<file path="config.mk">
export PLATFORM = sky130hd
export DESIGN_NAME = dp_share_sched
export DESIGN_NICKNAME = d
export VERILOG_FILES = /design/src/rtl/dp_share_sched.sv
export SDC_FILE = /design/constraint.sdc
export NUM_CORES = 1
export LEC_CHECK = 0
export CORE_MARGIN = 2
export CORE_UTILIZATION = 25
export CTS_BUF_LIST = sky130_fd_sc_hd__clkbuf_8 sky130_fd_sc_hd__clkbuf_16
export DETAILED_ROUTE_END_ITERATION = 7
export MAX_ROUTING_LAYER = met4
export PLACE_DENSITY = 0.57
export SKIP_CTS_REPAIR_TIMING = 1
export SLEW_MARGIN = 25
export SYNTH_ARGS = -nofsm -noshare
export SYNTH_HDL_FRONTEND = slang
export SYNTH_SLANG_ARGS = --single-unit
</file>
<file path="constraint.sdc">
create_clock -name clk -period 2.35 [get_ports clk]
set_clock_uncertainty 0.05 [all_clocks]
set_input_delay 0.47 -clock clk [delete_from_list [all_inputs] [get_ports clk]]
set_output_delay 0.47 -clock clk [all_outputs]
set_load 0.005 [all_outputs]
</file>
<file path="src/rtl/dp_share_sched.sv">
// Round-robin scheduler that time-shares one multicycle combinational datapath
// among NUM_REQ requesters and returns each result with its requester ID.
module dp_share_sched #(
    parameter int NUM_REQ = 4,
    parameter int DIN_W   = 10,
    parameter int DOUT_W  = 40,
    parameter int DP_LAT  = 2,
    parameter int ID_W    = $clog2(NUM_REQ)
) (
    input  logic                     clk,
    input  logic                     rst_n,
    input  logic [NUM_REQ-1:0]       req_valid,
    output logic [NUM_REQ-1:0]       req_ready,
    input  logic [NUM_REQ*DIN_W-1:0] req_data,
    output logic                     rsp_valid,
    input  logic                     rsp_ready,
    output logic [ID_W-1:0]          rsp_id,
    output logic [DOUT_W-1:0]        rsp_data,
    output logic [DIN_W-1:0]         input_data,
    input  logic [DOUT_W-1:0]        output_data,
    output logic                     dp_start,
    output logic                     busy
);

    localparam int CNT_W = $clog2(DP_LAT + 1);

    typedef enum logic [1:0] {
        S_IDLE,
        S_WAIT,
        S_RESP
    } state_t;

    state_t           state;
    logic [ID_W-1:0]  rr_ptr;
    logic [CNT_W-1:0] cnt;
    logic             found;
    logic [ID_W-1:0]  win;
    logic [ID_W-1:0]  win_next;

    // Scanned from the far end so the requester closest to ptr is written last.
    function automatic logic [ID_W:0] rr_pick(input logic [NUM_REQ-1:0] valid,
                                              input logic [ID_W-1:0]    ptr);
        logic [ID_W:0]   res;
        logic [ID_W-1:0] idx;
        res = '0;
        for (int k = NUM_REQ - 1; k >= 0; k--) begin
            idx = ID_W'((int'(ptr) + k) % NUM_REQ);
            if (valid[idx]) res = {1'b1, idx};
        end
        return res;
    endfunction

    always_comb begin
        {found, win} = rr_pick(req_valid, rr_ptr);
        win_next     = ID_W'((int'(win) + 1) % NUM_REQ);
    end

    always_comb begin
        req_ready = '0;
        if (state == S_IDLE && found) req_ready[win] = 1'b1;
    end

    assign busy = (state != S_IDLE);

    // input_data is held for the whole WAIT phase; output_data is sampled
    // only at the end of the last WAIT cycle (multicycle path).
    always_ff @(posedge clk or negedge rst_n) begin
        if (!rst_n) begin
            state      <= S_IDLE;
            rr_ptr     <= '0;
            cnt        <= '0;
            input_data <= '0;
            rsp_data   <= '0;
            rsp_id     <= '0;
            rsp_valid  <= 1'b0;
            dp_start   <= 1'b0;
        end else begin
            dp_start <= 1'b0;
            case (state)
                S_IDLE: begin
                    if (found) begin
                        input_data <= req_data[int'(win)*DIN_W +: DIN_W];
                        rsp_id     <= win;
                        rr_ptr     <= win_next;
                        cnt        <= CNT_W'(DP_LAT);
                        dp_start   <= 1'b1;
                        state      <= S_WAIT;
                    end
                end
                S_WAIT: begin
                    cnt <= cnt - 1'b1;
                    if (cnt == CNT_W'(1)) begin
                        rsp_data  <= output_data;
                        rsp_valid <= 1'b1;
                        state     <= S_RESP;
                    end
                end
                S_RESP: begin
                    if (rsp_ready) begin
                        rsp_valid <= 1'b0;
                        state     <= S_IDLE;
                    end
                end
                default: state <= S_IDLE;
            endcase
        end
    end

endmodule

</file>
# Yosys cells after proc, flatten, opt, wreduce, memory -nomap -nowiden
# Cells that the tools add are included.
[classes] reduce_logical=11 mux=26 shift=1 order_cmp=6 n_addsub=5 eq_ne=6 n_mul=1
[op_table] op="indexed part select 40 x 7 -> 10 bit" count=1
[op_table] op="less-than comparator 2 x 3 -> 1 bit, second input constant" count=5
[op_table] op="two-way mux 3 bit" count=4
[op_table] op="two-way mux 1 bit" count=9
[op_table] op="binary-select mux 1 bit (select 2 bit)" count=4
[op_table] op="two-way mux 2 bit" count=4
[op_table] op="inequality test 2 bit, second input constant" count=3
[op_table] op="one-hot mux 2 bit (3 select lines)" count=1
[op_table] op="AND reduction 2 bit" count=3
[op_table] op="AND reduction 3 bit" count=2
[op_table] op="nonzero test 2 bit" count=3
[op_table] op="multiplier 2 x 3 -> 5 bit, second input constant" count=1
[op_table] op="adder 2 x 1 -> 2 bit, second input constant" count=2
[op_table] op="adder 2 bit, second input constant" count=2
[op_table] op="equality test 2 x 1 -> 1 bit, second input constant" count=2
[op_table] op="two-way mux 4 bit" count=1
[op_table] op="one-hot mux 2 bit (2 select lines)" count=1
[op_table] op="demux 1 bit (select 2 bit)" count=1
[op_table] op="equality test 2 bit, second input constant" count=1
[op_table] op=">= comparator 2 x 1 -> 1 bit, second input constant" count=1
[op_table] op="logical AND 1 bit" count=2
[op_table] op="logical NOT 2 bit" count=1
[op_table] op="one-hot mux 1 bit (2 select lines)" count=1
[op_table] op="subtractor 2 x 1 -> 2 bit, second input constant" count=1
[word_totals] regBits=60

# Longest topological paths before layout
# Gate-level depths: netlist (run 1).
[logic_depth] depth_word=12 ltp_mapped=7 mapped_depth_nobuf=6

# Worst setup path before layout (run 1)
# No wires, ideal clock.
[synth_timing] path_type="input -> register" from="input req_valid[2]" to="register input_data[3]" setup_time_ns=0.126 arrival_time_ns=1.777 path_stages=6 required_time_ns=2.174 setup_slack_ns=0.397 path_cell_list="and3b_1 -> a31o_4 -> nor2_4 -> buf_6 -> mux2_4 -> a221o_1"
[synth_via] elab_chain_cells=8
[synth_lines] item="from (decl)" line_no="12" text="input logic [NUM_REQ-1:0] req_valid,"
[synth_lines] item="binary-select mux 1 bit (select 2 bit)" line_no="48" text="if (valid[idx]) res = {1'b1, idx};"
[synth_lines] item="two-way mux 1 bit (implied by the code)" line_no="48"
[synth_lines] item="two-way mux 3 bit (3 in series)" line_no="48"
[synth_lines] item="two-way mux 3 bit (*)" line_no="48"
[synth_lines] item="multiplier 2 x 3 -> 5 bit" line_no="82" text="input_data <= req_data[int'(win)*DIN_W +: DIN_W];"
[synth_lines] item="indexed part select 40 x 7 -> 10 bit" line_no="82"
[synth_lines] item="to (signal assigned)" line_no="82"
[synth_lines] item="to (decl)" line_no="19" text="output logic [DIN_W-1:0] input_data,"
# Mark *: on every way between the ends. The rest lies on a longest branch, timed or not. The select of a mux whose other input is x is not followed.
# A chain may end at the register's enable or synchronous reset.

# Worst setup path after layout (run 1)
[layout_timing] from="register state[1]" to="output req_ready[0]"
[layout_via] elab_chain_cells=3
[layout_lines] item="from (decl)" line_no="33" text="state_t state;"
[layout_lines] item="from (signal assigned)" line_no="69" text="state <= S_IDLE;"
[layout_lines] item="from (signal assigned)" line_no="87" text="state <= S_WAIT;"
[layout_lines] item="from (signal assigned)" line_no="95" text="state <= S_RESP;"
[layout_lines] item="logical NOT 2 bit" line_no="60" text="if (state == S_IDLE && found) req_ready[win] = 1'b1;"
[layout_lines] item="logical AND 1 bit" line_no="60"
[layout_lines] item="two-way mux 4 bit" line_no="60"
[layout_lines] item="to (decl)" line_no="13" text="output logic [NUM_REQ-1:0] req_ready,"
# No other way between the ends.

==> results of run 1 <==
-- synth_stat cells (all sizes together) --
| library cell | n |
|---|---|
| inv | 3 |
| buf | 8 |
| nor3 | 1 |
| a221o | 10 |
| clkbuf | 4 |
| mux2 | 50 |
| xnor2 | 1 |
| nand3b | 1 |
| a31oi | 2 |
| a21oi | 12 |
| nor2 | 10 |
| nor3b | 1 |
| a21o | 3 |
| o21a | 1 |
| dfrtp | 60 |
| and3b | 1 |
| a31o | 1 |
| nand3 | 11 |
| o21ai | 16 |
| nand2b | 4 |
| a211oi | 1 |
| ha | 1 |
| nand2 | 7 |
| or2 | 2 |
-- power groups by stage --
| stage | clock (µW) | sequential [µW] | combinational, µW |
|---|---|---|---|
| after floorplan | 0 | 1870 | 1190 |
| after global placement | 0 | 1830 | 2780 |
| after detailed placement | 0 | 1840 | 2820 |
| after CTS | 905 | 1830 | 2830 |
| after global routing | 966 | 1900 | 3040 |
| final | 876 | 1830 | 2800 |
-- path summary, 6_finish.rpt --
path / endpoint / slack, ps / cells past startpoint / start
setup / recovery: req_ready[0] / 120 / 6 / state[1]
hold / removal: input_data[2] / 70 / 2 / rst_n
setup reg to reg: input_data[9] / 180 / 7 / rr_ptr[1]
hold reg to reg: rsp_id[1] / 430 / 1 / rsp_id[1]
max in group asynchronous: rr_ptr[1] / 1850 / 2 / rst_n
min in group clk: rsp_id[1] / 430 / 1 / rsp_id[1]
-- layer usage --
metal | track usage, % | routed length, µm | vias to the layer above
li1 | - | - | 1098
met1 | 16.6 | 3200 | 1129
met2 | 21.4 | 3740 | 86
met3 | 3.93 | 467 | 17
met4 | 5.40 | 191 | 0
met5 | - | 0 | -
-- state kept, by name, indices dropped and copies added, names as in the netlist --
register and flops:
rsp_data 40, input_data 10, cnt 2, rr_ptr 2, rsp_id 2, state 2
dp_start 1, rsp_valid 1
-- logic make-up (layout without fill, tap and decap cells) --
group	Yosys count	count (layout)	synth area share, %
flip-flops	60	60	55.9
multiplexers	50	50	21.8
AO/OA/AOI/OAI	46	46	11.8
AND/OR/NAND/NOR	38	38	7.18
buffers and inverters	15	189	2.47
adder cells (fa/ha/maj)	1	1	0.466
XOR/XNOR	1	1	0.326
-- cells in the final DEF (no fill, tap or decap), types with 7 or more instances in the layout --
master | netlist | layout
sky130_fd_sc_hd__clkdlybuf4s50_1 | 0 | 136
sky130_fd_sc_hd__dfrtp_1 | 60 | 59
sky130_fd_sc_hd__mux2_2 | 44 | 44
sky130_fd_sc_hd__buf_4 | 0 | 24
sky130_fd_sc_hd__o21ai_0 | 16 | 15
sky130_fd_sc_hd__nand3_1 | 11 | 11
sky130_fd_sc_hd__a21oi_1 | 11 | 11
sky130_fd_sc_hd__a221o_1 | 10 | 10
sky130_fd_sc_hd__clkbuf_8 | 0 | 9
sky130_fd_sc_hd__nor2_1 | 9 | 7
sky130_fd_sc_hd__dlymetal6s2s_1 | 0 | 7
-- metrics by stage --
step	TNS [ps]	instance area [µm²]
after CTS	-1760	4630
final	0	4670
after floorplan	0	2690
after global routing	-3.69	4670
after global placement	-4910	4450
after detailed placement	-5230	4450
-- cell type report --
class / instances / area [µm²]
clock inverter: 7 / 60.1
sequential: 60 / 1500
fill: 972 / 5700
multi-input combinational: 136 / 1150
clock buffer: 9 / 124
inverter: 3 / 11.3
tap: 136 / 170
timing repair buffer: 170 / 1660
==> reports/metrics.cfg, run 1 <==
[grt]
grt_start_max_net_pins=61
grt_antenna_before_repair=0
overflow=0
grt_pass1_vias=2506
grt_first_pass_wirelength_um=12000
grt_usage_pct=13.7

[placement]
hpwl_um=5580
io_buffer_count=145
place_inst=505
place_congestion=0.867
preCtsSetupSlack_ps=-505

[synth]
synth_seq_area_share_pct=55.9
synth.yosys.warnings=0
synth_area_um2=2690
synth.avg_cell_area_um2=12.7
synthesis.instances=211
synth_top_cell_area_share_pct=55.9
postSynthNetCount=299
synth_area_leader_cell=sky130_fd_sc_hd__dfrtp_1
post_synth_main_area_contributors=sky130_fd_sc_hd__dfrtp_1 56%, sky130_fd_sc_hd__mux2_2 18%, sky130_fd_sc_hd__a221o_1 3.7%
netlist-cell-type-count=30
synth_seq_cells=60

[timing]
post-route-min-period_ps=2230
setup_viol=0
period_share_pct=94.7
timing.fmax_ghz=0.449
worst_slew_pin_slew_ps=533
timing.max_slew.rel_slack_pct=64.4
final_critical_path_setup_slack_ps=124
finalMaxSlewViolations=0
final.hold.worst_slack_ps=66.3
timing_hold_violations_final=0

[pwr]
share_seq_of_total_power_pct=33.2
net-switching-power_uw=1650
cell_internal_power_uw=3850
power_frac_clock_pct=15.9
comb_power_share_pct=50.9
power.switching_fraction_pct=30.0
p_leak_uw=0.00204
pwr_density_cell_nw_per_um2=1180
peakVddDrop_uv=467
post-layout-total-power_uw=5500

[setup_path]
cp.required_ps=1830
crit_arrival_ps=1710
worst_path_largest_cell_delay_ps=380
crit_type=flop to primary output
setup.worst_path.end_class=primary output
worst_path_dominant_cell_family=simple AND/OR/NAND/NOR gates
cp_max_fo=3
path_cells=or2_2 -> a21o_1 -> inv_1 -> o21ai_1 -> nor2_1 -> dlymetal6s2s_1
worstPathBufferInverterCount=2
worst_path_max_delay_cell=sky130_fd_sc_hd__dfrtp_1
cp-start-kind=flop

[clock_tree]
cts-buffers-inserted=9
clock_sinks=60
cts_root_buffer=sky130_fd_sc_hd__clkbuf_8
cts.path.max_buffers=2
tritoncts=done
clkSlewWorstSetupHoldPaths_ps=70
clock_insertion_delay_worst_skew_ps=320
cts_max_level=3

[routing]
drt_iter0_drc=76
routed_wl_um=7590
route.detailed.drc=0
drt_pre_antenna_iters=4
route.vias.total=2330
viasPerCell=4.47
wl_per_cell_um=14.6
antenna_left=0

[worst_hold_path]
min_path_type=primary input to async pin

[job]
max-cap-violations=0

[finish]
num-nets-final=468
diodes=0
final_util_pct=45.1
drive_above_1_share_pct=27.5
finish.cell_count_without_fillers=521
area.growth.synth_to_final_pct=74.0

[die]
die_width_um=108
core_area_um2=10400
starting_density_of_the_core_pct=25.9
total_number_of_placement_rows=37
floorplan.io_pins=146
chip_height_um=108
die_area_um2=11600

[outcome]
outcome=finished, final reports clean

Power figures use the tool's default switching activity.
==> inputs of run 2 (changes only) <==
--- a/config.mk
+++ b/config.mk
@@ -5,12 +5,14 @@
 export SDC_FILE = /design/constraint.sdc
 export NUM_CORES = 1
 export LEC_CHECK = 0
+export CELL_PAD_IN_SITES_DETAIL_PLACEMENT = 1
+export CELL_PAD_IN_SITES_GLOBAL_PLACEMENT = 2
 export CORE_MARGIN = 2
-export CORE_UTILIZATION = 25
+export CORE_UTILIZATION = 23
 export CTS_BUF_LIST = sky130_fd_sc_hd__clkbuf_8 sky130_fd_sc_hd__clkbuf_16
 export DETAILED_ROUTE_END_ITERATION = 7
 export MAX_ROUTING_LAYER = met4
-export PLACE_DENSITY = 0.57
+export PLACE_DENSITY = 0.8
 export SKIP_CTS_REPAIR_TIMING = 1
 export SLEW_MARGIN = 25
 export SYNTH_ARGS = -nofsm -noshare
==> run 2 against run 1 <==
Final cell count increased by 1.3%. First-iteration DRC count decreased by 12%. Worst setup slack got worse by 51 ps. Total power increased by 7.8%. Flip-flop and latch count unchanged. Combinational power increased by 2%. Non-clock buffer count unchanged. Design area increased by 2.8%. Wire length increased by 7.2%. Hold slack improved by 32 ps. Critical path depth increased by 2. Sequential power about the same. Largest cell class unchanged.
==> reports/metrics.cfg, run 2 (synthesized netlist as in run 1, its figures left out) <==
[timing]
worst_slew_pin_slew_ps=733
timing.fmax_ghz=0.439
setup_viol=0
timing_hold_violations_final=0
grt_setup_unrepaired=no
post-route-min-period_ps=2280
tns_ps=0
final_critical_path_setup_slack_ps=73.2
period_share_pct=96.9
timing.max_slew.rel_slack_pct=51.0
finalMaxSlewViolations=0

[finish]
regArea_um2=1500
mostFrequentLayoutCell=sky130_fd_sc_hd__clkdlybuf4s50_1
diodes=0
largest_register_ffs=40
largest_register=rsp_data
biggestRegsByFlops=rsp_data (40), input_data (10)
num-nets-final=468
multi_input_comb_area_um2=1140
final.fill_count=1253
leading_cell_types_in_the_layout_fill_and_taps_excluded=137 x sky130_fd_sc_hd__clkdlybuf4s50_1, 59 x sky130_fd_sc_hd__dfrtp_1, 44 x sky130_fd_sc_hd__mux2_2
drive_above_1_share_pct=27.5
area.growth.synth_to_final_pct=78.8

[die]
starting_density_of_the_core_pct=23.5
die_width_um=112
chip_height_um=112
total_number_of_placement_rows=39
floorplan.io_pins=146
core_area_um2=11400
die_area_um2=12600

[setup_path]
worst_path_max_delay_cell=sky130_fd_sc_hd__clkdlybuf4s50_1
cp_common_cell=sky130_fd_sc_hd__buf_4
path_cells=clkdlybuf4s50_1 -> buf_4 -> a31o_4 -> nor2_4 -> buf_4 -> buf_4 -> mux2_2 -> a221o_1
cp.required_ps=2500
worst_path_dominant_cell_family=buffers and inverters
worstPathBufferInverterCount=4
worst_path_largest_cell_delay_ps=440
setup.worst_path.end_class=flop
cp_max_fo=10
crit_arrival_ps=2430
crit_type=primary input to flop
cp-start-kind=primary input

[routing]
drt_pre_antenna_iters=4
route.detailed.drc=0
routed_wl_um=8140
drt_iter0_drc=67
wl_per_cell_um=15.4
antenna_left=0
viasPerCell=4.46
route.vias.total=2356

[clock_tree]
clock_insertion_delay_worst_skew_ps=320
clkSlewWorstSetupHoldPaths_ps=50
cts_max_level=3
clock_sinks=60
tritoncts=done
cts-buffers-inserted=9
cts.path.max_buffers=2
cts_root_buffer=sky130_fd_sc_hd__clkbuf_16

[placement]
place_congestion=0.805
preCtsSetupSlack_ps=-578
io_buffer_count=145
hpwl_um=6310

[worst_hold_path]
min_path_type=primary input to async pin

[grt]
grt_pass1_vias=2560
grt_usage_pct=13.8
grt_antenna_before_repair=0
grt_start_max_net_pins=42
overflow=0
grt_first_pass_wirelength_um=13200

[pwr]
pwr_density_cell_nw_per_um2=1240
post-layout-total-power_uw=5930
p_leak_uw=0.00210
peakVddDrop_uv=600

[job]
max-cap-violations=0

[outcome]
outcome=finished, final reports clean

-- run 2: area by class of cell --
| type | instances | area share (%) |
|---|---|---|
| clock buffers | 12 | 5.55 |
| clock inverters | 4 | 0.469 |
| inverters | 3 | 0.234 |
| multi-input cells | 136 | 23.8 |
| flip-flops and latches | 60 | 31.3 |
| well taps | 143 | 3.73 |
| repair buffers | 170 | 34.9 |
-- run 2: power by group --
group / leakage (µW) / switching [µW] / internal, µW
logic: 0.00125 / 1010 / 1840
clock network: 0.000144 / 443 / 793
registers: 0.000706 / 277 / 1560
total: 0.00210 / 1730 / 4200
-- run 2: path summary, 6_finish.rpt --
kind                       slack (ps)    startpoint            end  depth (start not counted)
setup / recovery                   70  req_valid[0]  input_data[1]                          8
hold / removal                    100         rst_n    rsp_data[0]                          1
setup reg to reg                  120     rr_ptr[1]  input_data[1]                          7
hold reg to reg                   430     rsp_id[1]      rsp_id[1]                          1
max in group asynchronous        1540         rst_n  input_data[5]                          2
min in group clk                  430     rsp_id[1]      rsp_id[1]                          1
-- run 2: metal layers --
layer  vias up  global-route usage, %  part of all wire [%]
li1       1106                      -                     -
met3        10                   3.40                   7.1
met1      1133                   16.9                    44
met4         0                   5.61                   1.8
met2       107                   21.9                    48
met5         -                      -                     0
-- run 2: per-stage QoR --
step,instance area [µm²],util (%),std cells,hold slack (ps)
2_1_floorplan,2690,-,211,124
3_3_place_gp,4460,39.1,511,411
3_5_place_dp,4460,39.1,511,423
4_1_cts,4750,41.6,527,112
5_1_grt,4800,42.1,528,143
6_report,4800,42.1,528,98.8
==> inputs of run 3 (changes only) <==
--- a/config.mk
+++ b/config.mk
@@ -11,6 +11,7 @@
 export CORE_UTILIZATION = 23
 export CTS_BUF_LIST = sky130_fd_sc_hd__clkbuf_8 sky130_fd_sc_hd__clkbuf_16
 export DETAILED_ROUTE_END_ITERATION = 7
+export GPL_ROUTABILITY_DRIVEN = 0
 export MAX_ROUTING_LAYER = met4
 export PLACE_DENSITY = 0.8
 export SKIP_CTS_REPAIR_TIMING = 1
==> results of run 3 <==
Same layout as run 2: the final DEF is identical, and so are final timing and power.
